[src/rtl/seq_detect_param.sv]
// seq_detect_param
//   Serial sync-word detector. Matches a runtime-programmable pattern of
//   1..MAX_LEN bits against the accepted bit stream. Detection can be
//   overlapping or non-overlapping, and matches are counted with saturation.
//
// Ports
//   clk          clock, all state updates on the rising edge
//   reset        asynchronous active-low reset
//   inp_bit      serial data bit
//   inp_valid    inp_bit is accepted on a rising edge only while high
//   cfg_load     latch cfg_pattern/cfg_len and clear history
//   cfg_pattern  pattern; bit [len-1] is expected first, bit [0] last
//   cfg_len      pattern length (0 is treated as 1, >MAX_LEN as MAX_LEN)
//   overlap_en   1 = overlapping detection, 0 = restart after each match
//   clear        clear history, fill level and match counter
//   seq_seen     registered one-cycle pulse on a match
//   match_count  saturating match counter
//   cur_len      active pattern length
//   seq_sticky   (only with SEQ_DETECT_STICKY_EN) set on any match,
//                held until clear or reset
//
// Build option
//   SEQ_DETECT_STICKY_EN  adds the seq_sticky output and its flop.

module seq_detect_param #(
  parameter int MAX_LEN = 8,
  parameter int CNT_W   = 8,
  parameter int LW      = $clog2(MAX_LEN + 1)
) (
  input  logic               clk,
  input  logic               reset,
  input  logic               inp_bit,
  input  logic               inp_valid,
  input  logic               cfg_load,
  input  logic [MAX_LEN-1:0] cfg_pattern,
  input  logic [LW-1:0]      cfg_len,
  input  logic               overlap_en,
  input  logic               clear,
  output logic               seq_seen,
`ifdef SEQ_DETECT_STICKY_EN
  output logic               seq_sticky,
`endif
  output logic [CNT_W-1:0]   match_count,
  output logic [LW-1:0]      cur_len
);

  localparam logic [LW-1:0] LEN_MAX = LW'(MAX_LEN);

  // Only MAX_LEN-1 history bits are stored: the oldest bit of the
  // MAX_LEN-wide window is shifted out before it could ever be compared.
  logic [MAX_LEN-2:0] hist_q, hist_d;
  logic [LW-1:0]      fill_q, fill_d;
  logic [MAX_LEN-1:0] pat_q, pat_d;
  logic [LW-1:0]      len_q, len_d;
  logic               seen_q, seen_d;
  logic [CNT_W-1:0]   cnt_q, cnt_d;

  logic               accept;
  logic [MAX_LEN-1:0] hist_n;
  logic [LW-1:0]      fill_inc;
  logic [MAX_LEN-1:0] mask;
  logic               match;
  logic [LW-1:0]      len_clamped;

  assign accept   = inp_valid & ~clear & ~cfg_load;
  assign hist_n   = {hist_q, inp_bit};
  assign fill_inc = (fill_q >= LEN_MAX) ? LEN_MAX : fill_q + LW'(1);
  // len_q == MAX_LEN shifts every bit out, giving an all-ones mask.
  assign mask     = ~({MAX_LEN{1'b1}} << len_q);
  assign match    = accept && (fill_inc >= len_q) &&
                    (((hist_n ^ pat_q) & mask) == '0);

  always_comb begin
    len_clamped = cfg_len;
    if (cfg_len == '0) begin
      len_clamped = LW'(1);
    end else if (cfg_len > LEN_MAX) begin
      len_clamped = LEN_MAX;
    end
  end

  always_comb begin
    hist_d = hist_q;
    fill_d = fill_q;
    pat_d  = pat_q;
    len_d  = len_q;
    seen_d = 1'b0;
    cnt_d  = cnt_q;

    if (cfg_load) begin
      pat_d = cfg_pattern;
      len_d = len_clamped;
    end

    if (clear || cfg_load) begin
      hist_d = '0;
      fill_d = '0;
      if (clear) begin
        cnt_d = '0;
      end
    end else if (accept) begin
      hist_d = hist_n[MAX_LEN-2:0];
      fill_d = (match && !overlap_en) ? '0 : fill_inc;
      seen_d = match;
      if (match && (cnt_q != '1)) begin
        cnt_d = cnt_q + CNT_W'(1);
      end
    end
  end

  always_ff @(posedge clk or negedge reset) begin
    if (!reset) begin
      hist_q <= '0;
      fill_q <= '0;
      pat_q  <= '0;
      len_q  <= LEN_MAX;
      seen_q <= 1'b0;
      cnt_q  <= '0;
    end else begin
      hist_q <= hist_d;
      fill_q <= fill_d;
      pat_q  <= pat_d;
      len_q  <= len_d;
      seen_q <= seen_d;
      cnt_q  <= cnt_d;
    end
  end

`ifdef SEQ_DETECT_STICKY_EN
  logic sticky_q;

  always_ff @(posedge clk or negedge reset) begin
    if (!reset) begin
      sticky_q <= 1'b0;
    end else if (clear) begin
      sticky_q <= 1'b0;
    end else if (match) begin
      sticky_q <= 1'b1;
    end
  end

  assign seq_sticky = sticky_q;
`endif

  assign seq_seen    = seen_q;
  assign match_count = cnt_q;
  assign cur_len     = len_q;

endmodule

[config.mk]
export PLATFORM = sky130hd
export DESIGN_NAME = seq_detect_param
export DESIGN_NICKNAME = d
export VERILOG_FILES = /design/src/rtl/seq_detect_param.sv
export SDC_FILE = /design/constraint.sdc
export NUM_CORES = 1
export LEC_CHECK = 0
export BUFFER_PORTS_ARGS = -buffer_cell sky130_fd_sc_hd__buf_4
export CELL_PAD_IN_SITES_DETAIL_PLACEMENT = 1
export CELL_PAD_IN_SITES_GLOBAL_PLACEMENT = 1
export CORE_ASPECT_RATIO = 1.5
export CORE_UTILIZATION = 45
export CTS_CLUSTER_DIAMETER = 50
export DETAILED_ROUTE_END_ITERATION = 8
export GPL_ROUTABILITY_DRIVEN = 0
export MAX_ROUTING_LAYER = met4
export PLACE_DENSITY_LB_ADDON = 0.1
export SLEW_MARGIN = 10
export SYNTH_ARGS = -nofsm -noshare
export SYNTH_HDL_FRONTEND = slang
export SYNTH_SLANG_ARGS = --single-unit
[constraint.sdc]
create_clock -name clk -period 4.6 [get_ports clk]
set_input_delay 1.15 -clock clk [delete_from_list [all_inputs] [get_ports clk]]
set_output_delay 1.15 -clock clk [all_outputs]
set_load 0.01 [all_outputs]
# --- Yosys cells after proc, flatten, opt, wreduce, memory -nomap -nowiden ---
# Index checks and enable logic that the tools add are counted.
op_classes:
  reduce_logical: 11
  add_sub_neg: 2
  shift: 1
  div: 0
  multipliers: 0
  muxes: 14
  magnitude_cmp: 3
  bitwise: 7
  n_eq_ne: 2
ops:
  columns: ["op", "count"]
  rows:
  - ["$mux W8", 4]
  - ["$mux W4", 6]
  - ["$mux W7", 2]
  - ["$add A8 B1 Y8 const B", 1]
  - ["$and A8 B8 Y8", 1]
  - ["$logic_not A8 Y1", 1]
  - ["$ne A8 B8 Y1 const B", 1]
  - ["$not A8 Y8", 1]
  - ["$shl A8 B4 Y8 const A", 1]
  - ["$xor A8 B8 Y8", 1]
  - ["$add A4 B1 Y4 const B", 1]
  - ["$ge A4 B4 Y1", 1]
  - ["$ge A4 B4 Y1 const B", 1]
  - ["$gt A4 B4 Y1 const B", 1]
  - ["$logic_and A1 B1 Y1", 4]
  - ["$logic_not A4 Y1", 1]
  - ["$reduce_bool A2 Y1", 2]
  - ["$reduce_and A3 Y1", 1]
  - ["$and A1 B1 Y1", 2]
  - ["$mux W1", 2]
  - ["$ne A2 B2 Y1 const B", 1]
  - ["$not A1 Y1", 2]
  - ["$logic_not A1 Y1", 1]
  - ["$logic_or A1 B1 Y1", 1]
totals:
  out_inout_bits: 13
  memories: 0
  reg_bits: 32
  elab_cells: 46
  in_bits: 19
  ramBits: 0
  mem_bits_ro: 0
  latch_bits: 0

# --- Longest topological paths before layout ---
logic_depth:
  ltp_word: 9
  mapped_depth: 10
  mapped_depth_nobuf: 9

# --- Least setup slack after synthesis ---
# OpenSTA, ideal clock, no wires.
synth_timing:
  path_kind: "input -> register"
  start: "input port clear"
  end: "register cnt_q[7], in the netlist match_count[7]"
  slack_ps: 1910
  path_buffers: 2
  t_arrival_ps: 2556
  stages: 8
  required_time_ps: 4466
  setup_time_ps: 134
  path_cell_list: "clkbuf_4 nor3b_4 o221ai_2 nor3_2 nand4_2 buf_6 o311ai_4 o41ai_2"
synth_between:
  elab_chain_cells: 8
  word_cells_on_any_way: 12
  classes_between: "eq/ne (1); mux (1); bitwise (3); reduce/logical (7)"
synth_rtl:
  columns: ["element", "line_no", "rtl"]
  rows:
  - ["start: declaration", "38", "input logic clear,"]
  - ["$not A1 Y1", "65", "assign accept = inp_valid & ~clear & ~cfg_load;"]
  - ["$and A1 B1 Y1 (2 in series)", "65", null]
  - ["$logic_and A1 B1 Y1 (2 in series)", "70", "assign match = accept && (fill_inc >= len_q) &&"]
  - ["$logic_and A1 B1 Y1", "105", "if (match && (cnt_q != '1)) begin"]
  - ["$reduce_bool A2 Y1 (no source line)", null, null]
  - ["$reduce_and A3 Y1 (no source line)", null, null]
  - ["end signal: assignment", "125", "cnt_q <= cnt_d;"]
  - ["end: declaration", "56", "logic [CNT_W-1:0] cnt_q, cnt_d;"]
# Parallel ways exist; a longest one is shown, timed or not.
# A chain may end at the register's enable or synchronous reset.

# --- Worst setup path after layout ---
layout_timing:
  start: "input port cfg_load"
  end: "register cnt_q[3], in the netlist match_count[3]"
layout_between:
  elab_chain_cells: 7
  word_cells_on_any_way: 11
  classes_between: "eq/ne (1); mux (1); bitwise (2); reduce/logical (7)"
layout_rtl:
  columns: ["element", "line_no", "rtl"]
  rows:
  - ["start: declaration", "34", "input logic cfg_load,"]
  - ["$not A1 Y1", "65", null]
  - ["$and A1 B1 Y1", "65", null]
  - ["$logic_and A1 B1 Y1 (2 in series)", "70", null]
  - ["$logic_and A1 B1 Y1", "105", null]
  - ["$reduce_bool A2 Y1 (no source line)", null, null]
  - ["$reduce_and A3 Y1 (no source line)", null, null]
# Parallel ways exist; a longest one is shown, timed or not.

==> results.py <==
metrics = {
    "status": {
        "status": "completed",
    },
    "placement": {
        "post-place-ws_ps": 1439,
        "port_buffers": 31,
        "dp_hpwl_mm": 3.182,
    },
    "synth": {
        "synth_cell_types": 42,
        "ys_ff_latch": 32,
        "syn_avg_cell_area_sq_um": 11.04,
        "synth-edff-count": 0,
        "seq_area_frac_synth": 0.4598,
        "async_reset_ff_frac": 1.000,
        "syn_inst": 158,
        "synth_area_leaders": "dfrtp_1 (44%), mux2_2 (5.8%), ha_1 (5.0%)",
        "yosysWarnings": 0,
        "yosys_most_used_dff": "dfrtp_1",
        "synth_area_sq_um": 1744,
        "synth_top_area_frac": 0.4448,
        "syn_nets": 184,
        "synth.largest_area_cell": "dfrtp_1",
    },
    "timing": {
        "fin_worst_skew_ps": 6.562,
        "rsz0062_at_grt": "false",
        "timing.fmax_mhz": 346.3,
        "slew_viol_final": 0,
        "worst_slew_pin_slew_ps": 434.5,
        "setup_tns_ps": 0,
        "hold_viol": 0,
        "setup_viol": 0,
        "max-slew-margin-rel": 0.7097,
        "period_share": 0.6277,
        "setup_slack_ps": 1712,
        "min_period_ps": 2888,
    },
    "drt": {
        "drcViolationCount": 0,
        "met1Wirelength_mm": 1.527,
        "vias": 1351,
        "wl_per_cell_um": 18.34,
        "drtPass1Iterations": 4,
        "drt-initial-drc-count": 15,
        "routed_wl_mm": 4.273,
        "via_per_inst": 5.798,
        "top_layer": "met4",
        "dr_wl_met3_um": 136,
        "met2WireLength_mm": 2.504,
        "postRouteAntennaNets": 0,
    },
    "setup_path": {
        "required_ps": 4810,
        "r2r-start": "fill_q[0]",
        "r2r_setup_slack_ps": 1920,
        "worstPathMaxFanout": 19,
        "ff2ff_path_depth": 9,
        "cp_data_arrival_time_ps": 3100,
        "crit_type": "in -> reg",
        "rr_endpoint": "match_count[3]",
        "startpoint_type": "primary input",
        "end_kind": "register",
    },
    "die": {
        "initial_core_util": 0.4737,
        "die_w_um": 52.83,
        "coreArea_sq_um": 3682,
        "die_area_sq_um": 4134,
        "pin_count": 32,
        "die_h_um": 78.25,
        "rows": 27,
    },
    "finish": {
        "nNetsFinal": 215,
        "n_antenna_cell": 0,
        "syn_to_final_growth_pct": 19.15,
        "layout-drive-gt1-share": 0.3105,
    },
    "cts": {
        "postCtsSetupBuffers": 0,
        "cts_resized": 0,
        "clock-sinks": 32,
        "insertion_delay_ps": 290,
        "clock_path_buffers": 2,
        "cts_tree": "built",
        "clk_pin_slew_ps": 70,
        "cts-root-buf": "clkbuf_8",
        "htree_num_levels": 2,
        "holdBufCountCts": 0,
        "numCtsBuffers": 5,
    },
    "global_routing": {
        "antenna_found_initial": 0,
        "overflow": 0,
        "grtUsageTotal": 0.2520,
        "grt_pass1_vias": 1541,
        "grt_max_degree": 33,
        "grt_pass1_wl_mm": 7.320,
    },
    "run": {
        "maxCapViolCount": 0,
    },
    "worst_hold_path": {
        "min-delay-start": "pat_q[1]",
        "holdPathStages": 1,
        "min_to": "pat_q[1]",
        "hold_class": "reg -> reg",
    },
    "pwr": {
        "cellLeakagePower_nw": 0.9295,
        "ir_drop_mv": 0.2520,
        "p_per_area_nw_per_um2": 316.0,
    },
}
==> flip-flops by register name, summed over array words and instances, names as in the netlist <==
signal,count
match_count,8
cur_len,4
seq_seen,1
fill_q,4
hist_q,7
pat_q,8
==> report_power, final <==
part           internal (mW)  total (mW)  switching (mW)
Sequential             0.293       0.307          0.0137
Clock                  0.160       0.270           0.110
Combinational         0.0394      0.0800          0.0406
==> routing by layer <==
metal  vias up  track usage
met4         0      0.08684
met1       686       0.2531
met2        29       0.4595
met5         -            -
li1        626            -
met3        10      0.05426
==> cells in the final DEF (no fill, tap or decap), types with 2 or more instances in the layout <==
cell type  netlist  layout
nand2_1          6       6
mux2i_1          7       7
a21oi_1          8       8
mux2_2           9       9
ha_1             7       7
or3_1            3       3
nand3_1          5       5
o22ai_1          4       4
dfrtp_1         31      31
buf_4            0      31
nor2_1          18      18
clkbuf_8         0       5
o21ai_0          6       6
xnor2_1          9       9
inv_1            9       9
nand2b_1         2       2
a32o_1           4       4
==> cell type report <==
type,instances,area [sq um]
repair buffers,31,232.7
clock buffers,5,68.82
clock inverters,3,42.54
flip-flops and latches,32,802.0
inverters,9,33.78
multi-input cells,110,844.6
fillers,418,1604
well taps,43,53.80
==> how the worst max path moves through the flow <==
stage,startpoint,to,slack (ps)
CTS,cfg_load,match_count[3],1670
global placement,cfg_load,match_count[1],1540
global route,cfg_load,match_count[3],1520
detailed placement,cfg_load,match_count[5],1440
floorplan,clear,match_count[7],1910
finish,cfg_load,match_count[3],1710
==> worst max-delay path, stage by stage <==
cell      delay (ps)
buf_4            190
nor3b_4          310
o221ai_2         150
nor3_2           250
nand4_2          400
or3_1            480
a21oi_1          170
==> through the flow <==
step,std cells,power (mW),area [sq um],hold slack [ps],utilization
after global routing,233,0.6810,2078,566.0,0.5644
after floorplan,158,0.3588,1744,502.0,-
after global placement,225,0.3876,1967,516.3,0.5341
final,233,0.6567,2078,536.6,0.5644
after CTS,233,0.6631,2078,546.3,0.5644
after detailed placement,225,0.3918,1967,529.8,0.5341
==> cell usage after synthesis, types with 2 or more instances <==
| cell type | instances |
|---|---|
| nand3_1 | 5 |
| a21oi_1 | 8 |
| nand2_1 | 6 |
| a32o_1 | 4 |
| buf_6 | 3 |
| nor2_1 | 18 |
| or3_1 | 3 |
| o22ai_1 | 4 |
| dfrtp_1 | 31 |
| clkbuf_1 | 2 |
| o21ai_0 | 6 |
| mux2_2 | 9 |
| inv_1 | 9 |
| nand2b_1 | 2 |
| ha_1 | 7 |
| xnor2_1 | 9 |
| mux2i_1 | 7 |
==> cells by family after synthesis <==
| group | count (synthesis) | share of synthesized area |
|---|---|---|
| compound gates | 32 | 0.1442 |
| xor+xnor | 10 | 0.05022 |
| fa+ha+maj | 7 | 0.05021 |
| buf+inv | 16 | 0.05595 |
| flops | 32 | 0.4598 |
| simple gates | 45 | 0.1413 |
| mux | 16 | 0.09828 |
(Power assumes the default switching activity.)
